### src/rtl/traffic_pkg.sv
`default_nettype none
// ============================================================================
// Module      : traffic_pkg
// Description : Shared definitions for the four-approach traffic phase
//               arbiter: 2-bit light codes and the controller state encoding.
// Revision    : 1.0 - initial release
// ============================================================================
package traffic_pkg;

    // Per-approach light codes as driven on the light bus
    localparam logic [1:0] c_RED    = 2'd0;
    localparam logic [1:0] c_YELLOW = 2'd1;
    localparam logic [1:0] c_GREEN  = 2'd2;

    // Controller states, explicitly encoded
    typedef enum logic [1:0] {
        S_GREEN  = 2'd0,
        S_YELLOW = 2'd1,
        S_ALLRED = 2'd2
    } state_t;

endpackage
`default_nettype wire

### src/rtl/rr_pick.sv
`default_nettype none
// ============================================================================
// Module      : rr_pick
// Description : Combinational round-robin selector. Returns the first
//               approach j != cur with req[j]=1, searching cur+1, cur+2,
//               cur+3 (mod 4).
// Ports       : req   [3:0] in  - per-approach request levels
//               cur   [1:0] in  - approach currently holding the phase
//               idx   [1:0] out - selected approach (cur when none found)
//               found       out - some other approach is requesting
// Revision    : 1.0 - initial release
// ============================================================================
module rr_pick
    import traffic_pkg::*;
(
    input  logic [3:0] req,
    input  logic [1:0] cur,
    output logic [1:0] idx,
    output logic       found
);

    logic [1:0] w_cand;

    // Scan from the farthest offset down to the nearest so that the
    // nearest requesting approach is the final (winning) assignment.
    always_comb begin
        idx    = cur;
        found  = 1'b0;
        w_cand = cur;
        for (int k = 3; k >= 1; k--) begin
            w_cand = cur + 2'(k);
            if (req[w_cand]) begin
                idx   = w_cand;
                found = 1'b1;
            end
        end
    end

endmodule
`default_nettype wire

### src/rtl/traffic_phase_arbiter.sv
`default_nettype none
// ============================================================================
// Module      : traffic_phase_arbiter
// Description : Four-approach traffic light controller. Cycles
//               GREEN -> YELLOW -> ALLRED -> GREEN, handing green to the next
//               requesting approach in round-robin order, with min/max green
//               limits and emergency-vehicle preemption.
// Ports       : clock            in  - single clock, posedge
//               clear            in  - asynchronous active-high reset
//               req         [3:0] in  - car-sensor request per approach
//               emerg_valid      in  - emergency preemption request
//               emerg_dir   [1:0] in  - approach to preempt to
//               light       [7:0] out - light[2i+1:2i] for approach i
//               phase       [1:0] out - approach owning green/yellow
//               phase_start      out - pulse on first cycle of each green
// Revision    : 1.0 - initial release
// ============================================================================
module traffic_phase_arbiter
    import traffic_pkg::*;
#(
    parameter int MIN_GREEN = 4,
    parameter int MAX_GREEN = 10,
    parameter int YELLOW_T  = 3,
    parameter int ALLRED_T  = 2
) (
    input  logic       clock,
    input  logic       clear,
    input  logic [3:0] req,
    input  logic       emerg_valid,
    input  logic [1:0] emerg_dir,
    output logic [7:0] light,
    output logic [1:0] phase,
    output logic       phase_start
);

    // Last timer value of each interval (timer counts from 0)
    localparam logic [7:0] c_min_last    = 8'(MIN_GREEN - 1);
    localparam logic [7:0] c_max_last    = 8'(MAX_GREEN - 1);
    localparam logic [7:0] c_yellow_last = 8'(YELLOW_T - 1);
    localparam logic [7:0] c_allred_last = 8'(ALLRED_T - 1);

    state_t     r_state;
    logic [1:0] r_cur;
    logic [1:0] r_nxt;
    logic [7:0] r_timer;

    logic [1:0] w_rr_idx;
    logic       w_waiting;
    logic [7:0] w_timer_inc;
    logic       w_green_exit;

    // A requesting approach other than cur exists exactly when the
    // round-robin scan finds one.
    rr_pick u_rr_pick (
        .req   (req),
        .cur   (r_cur),
        .idx   (w_rr_idx),
        .found (w_waiting)
    );

    assign w_timer_inc  = (r_timer == 8'hFF) ? r_timer : r_timer + 8'd1;

    assign w_green_exit = w_waiting &&
                          (((r_timer >= c_min_last) && !req[r_cur]) ||
                           (r_timer >= c_max_last));

    always_ff @(posedge clock or posedge clear) begin
        if (clear) begin
            r_state <= S_GREEN;
            r_cur   <= 2'd0;
            r_nxt   <= 2'd0;
            r_timer <= 8'd0;
        end else begin
            case (r_state)
                S_GREEN: begin
                    // Any emergency request takes precedence over the normal
                    // timer exit; one aimed at cur pins the green.
                    if (emerg_valid && (emerg_dir != r_cur)) begin
                        r_state <= S_YELLOW;
                        r_nxt   <= emerg_dir;
                        r_timer <= 8'd0;
                    end else if (!emerg_valid && w_green_exit) begin
                        r_state <= S_YELLOW;
                        r_nxt   <= w_rr_idx;
                        r_timer <= 8'd0;
                    end else begin
                        r_timer <= w_timer_inc;
                    end
                end

                S_YELLOW: begin
                    if (emerg_valid) begin
                        r_nxt <= emerg_dir;
                    end
                    if (r_timer == c_yellow_last) begin
                        r_state <= S_ALLRED;
                        r_timer <= 8'd0;
                    end else begin
                        r_timer <= w_timer_inc;
                    end
                end

                S_ALLRED: begin
                    if (emerg_valid) begin
                        r_nxt <= emerg_dir;
                    end
                    if (r_timer == c_allred_last) begin
                        r_state <= S_GREEN;
                        r_timer <= 8'd0;
                        // An emergency request in the final clearance cycle
                        // still redirects the upcoming green.
                        r_cur   <= emerg_valid ? emerg_dir : r_nxt;
                    end else begin
                        r_timer <= w_timer_inc;
                    end
                end

                default: begin
                    r_state <= S_GREEN;
                    r_timer <= 8'd0;
                end
            endcase
        end
    end

    // Output decode: only cur may be non-red, and only in GREEN/YELLOW.
    always_comb begin
        light = '0;
        for (int i = 0; i < 4; i++) begin
            if (r_cur == 2'(i)) begin
                if (r_state == S_GREEN) begin
                    light[2*i +: 2] = c_GREEN;
                end else if (r_state == S_YELLOW) begin
                    light[2*i +: 2] = c_YELLOW;
                end else begin
                    light[2*i +: 2] = c_RED;
                end
            end
        end
    end

    assign phase = r_cur;

    // The timer saturates rather than wraps, so timer==0 in GREEN occurs only
    // in the first cycle of a green interval. Gating with clear keeps the
    // pulse low while reset is held.
    assign phase_start = (r_state == S_GREEN) && (r_timer == 8'd0) && !clear;

endmodule
`default_nettype wire

### config.mk
export PLATFORM = sky130hd
export DESIGN_NAME = traffic_phase_arbiter
export DESIGN_NICKNAME = d
export VERILOG_FILES = /design/src/rtl/traffic_pkg.sv /design/src/rtl/rr_pick.sv /design/src/rtl/traffic_phase_arbiter.sv
export SDC_FILE = /design/constraint.sdc
export NUM_CORES = 1
export LEC_CHECK = 0
export CAP_MARGIN = 30
export CORE_UTILIZATION = 35
export CTS_BUF_LIST = sky130_fd_sc_hd__clkbuf_4 sky130_fd_sc_hd__clkbuf_8
export DETAILED_ROUTE_END_ITERATION = 7
export PLACE_DENSITY = 0.65
export SYNTH_ARGS = -nofsm -noshare
export SYNTH_HDL_FRONTEND = slang
export SYNTH_SLANG_ARGS = --single-unit
export TNS_END_PERCENT = 50
### constraint.sdc
create_clock -name clock -period 3.42 [get_ports clock]
set_input_delay 0.513 -clock clock [delete_from_list [all_inputs] [get_ports clock]]
set_output_delay 0.513 -clock clock [all_outputs]
set_load 0.005 [all_outputs]
==> impl_metrics.yaml <==
grt:
  grt_first_pass_wirelength_um: 4367
  grt_use_total: 0.1347
  grt_pass1_vias: 1003
  grt_overflow: 0
  grt_max_degree: 15
  antenna_found_initial: 0
floorplan:
  die_h_um: 63.24
  initial_utilization: 0.3784
  num_rows: 21
  design.die.area_um2: 3999
  pin_count: 20
  die_w_um: 63.24
  coreArea_um2: 3468
cells_and_area:
  stdcell_area_um2: 1578
  mostFrequentLayoutCells: "nor2_1, clkdlybuf4s50_1, ha_1, dfrtp_1, nand2_1"
  fin_nets: 189
  syn2layout_area_growth_pct: 20.21
  fin_cells: 211
  drive_above_1_share: 0.09697
  n_antenna_cell: 0
  fill_cells: 326
place:
  port_buffers: 19
  placed_cell_area_um2: 1523
  placedCellCount: 207
  gp_congestion: 0.8462
  dpl.hpwl_um: 2148
setup_path:
  r2r_slack_ns: 0.91
  worstPathArrival_ns: 2.71
  crit_fanout: 8
  cp.required_ns: 3.54
  r2r_cells: 6
  r2r_start: "phase[1]"
  crit_path_end_kind: "flip-flop"
  worst-setup-path-type: "in2reg"
  start_kind: "primary input"
  r2r_end: "r_timer[4]"
synth:
  ys_seq_area_frac: 0.2669
  synth-seq-cells: 14
  synth_edf_count: 0
  ys_warn_count: 0
  async_flop_share: 1.000
  synth_ff_type: "dfrtp_1"
  ys_types: 44
  synthCells: 148
  syn_area_per_cell_um2: 8.868
  syn_nets: 171
  netlist_area_um2: 1313
clocking:
  postCtsHoldBufs: 0
  htreeDepth: 1
  post_cts_buffers: 0
  cts_inserted_buffers: 3
  clkSinkCount: 14
  cts_tree: "built"
  worstSkewPairLatency_ns: 0.24
  cts_resized: 0
  cts_buffer_depth: 2
  clk_pin_slew_ns: 0.06
  cts_root_buffer: "clkbuf_8"
timing:
  timing.final.crit_period_ns: 2.596
  period_share: 0.7589
  finalSetupTns_ns: 0
  fin_skew_ns: 0.001547
  drv_slew: 0
  tightest_slew_ns: 0.5303
  setup_viol: 0
  hold_violations: 0
  rsz0062_at_grt: "false"
  maxClockFrequency_ghz: 0.3853
  hold_ws_ns: 0.5495
  relSlewSlack: 0.6461
drt:
  drtIter0Drc: 46
  wire_per_inst_um: 12.66
  drc: 0
  vias: 1080
  via_per_inst: 5.118
  postRouteAntennaNets: 0
  drt_pass1_iterations: 4
  wl_um: 2672
power_and_ir_drop:
  powerDensity_nw_per_um2: 769.6
  ir_drop_mv: 0.2453
  p_leak_nw: 0.6526
min_path:
  hold_end: "r_nxt[1]"
  worstHoldStart: "r_nxt[1]"
  holdPathStages: 1
  hp-class: "reg2reg"
job:
  cap_violations: 0
status:
  status: "finished clean"
cell usage after synthesis (2+ instances only):
library cell	number	area [um^2]
nand2b_1	3	18.77
nand4_1	2	12.51
buf_6	2	22.52
a211oi_1	2	15.01
and2_1	9	56.30
xor2_1	5	43.79
nor2b_1	2	12.51
o21a_1	2	15.01
clkbuf_1	4	15.01
inv_1	9	33.78
nor2_1	19	71.32
a21oi_1	5	25.02
mux2i_1	3	30.03
o21ai_0	5	25.02
nor3_1	3	15.01
a2bb2oi_1	2	17.52
a31oi_1	2	12.51
dfrtp_1	14	350.3
nand2_1	11	41.29
ha_1	14	175.2
nand3_1	4	20.02
o21ai_1	4	20.02
kinds of logic (layout without fill, tap and decap cells):
| family | after synthesis | count (layout) | share of synthesized area |
|---|---|---|---|
| AOI/OAI and AO/OA | 34 | 34 | 0.2107 |
| xor gates and xnor gates | 6 | 6 | 0.04004 |
| adders and majority gates | 14 | 14 | 0.1335 |
| buffers and inverters | 16 | 33 | 0.05719 |
| DFF | 14 | 14 | 0.2669 |
| muxes | 5 | 5 | 0.05147 |
| and+or+nand+nor | 59 | 59 | 0.2402 |
worst max path at each step:
stage,endpoint,startpoint,slack [ns]
2_1_floorplan,r_nxt[0],phase[0],1.19
5_1_grt,r_timer[1],req[2],0.71
3_3_place_gp,r_timer[3],req[1],0.61
3_5_place_dp,r_timer[0],req[2],0.57
6_report,r_timer[4],req[0],0.82
4_1_cts,r_timer[4],req[2],0.83
critical path: stages:
cell	delay (ns)
clkdlybuf4s50_1	0.51
mux4_2	0.49
nor2_1	0.21
a2111oi_4	0.09
a2111oi_2	0.44
or2_1	0.37
nor2_1	0.09
where the power goes:
part / internal, mW / switching [mW] / leakage (nW)
Combinational: 0.356 / 0.394 / 0.442
Sequential: 0.219 / 0.0871 / 0.181
Clock: 0.102 / 0.0560 / 0.0288
sequential cells by signal, indices dropped and copies added (netlist names):
register,cells
phase,2
r_nxt,2
r_state,2
r_timer,8
metal layers:
layer  wire [um]  part of all wire  global-route usage  vias to the layer above
met1        1255              0.47              0.1767                      501
met3          79             0.030             0.04167                        6
li1            -                 -                   -                      552
met2        1295              0.48              0.2056                       21
met5           0                 0                   0                        -
met4          42             0.016             0.05114                        0
final cells by class:
type | instances | area (um^2) | area share
Multi-Input combinational cell | 118 | 887.1 | 0.5623
Timing Repair Buffer | 19 | 190.2 | 0.1205
Clock buffer | 4 | 55.05 | 0.03489
Inverter | 10 | 37.54 | 0.02379
Tap cell | 46 | 57.56 | 0.03648
Sequential cell | 14 | 350.3 | 0.2220
per-stage QoR:
stage / utilization / power, mW / worst slack (ns)
2_1_floorplan: - / 0.8779 / 1.191
3_3_place_gp: 0.4390 / 1.047 / 0.6082
3_5_place_dp: 0.4390 / 1.063 / 0.5734
4_1_cts: 0.4549 / 1.227 / 0.8292
5_1_grt: 0.4549 / 1.317 / 0.7112
6_report: 0.4549 / 1.214 / 0.8244
Note: power is estimated with default switching activity, not from simulation.
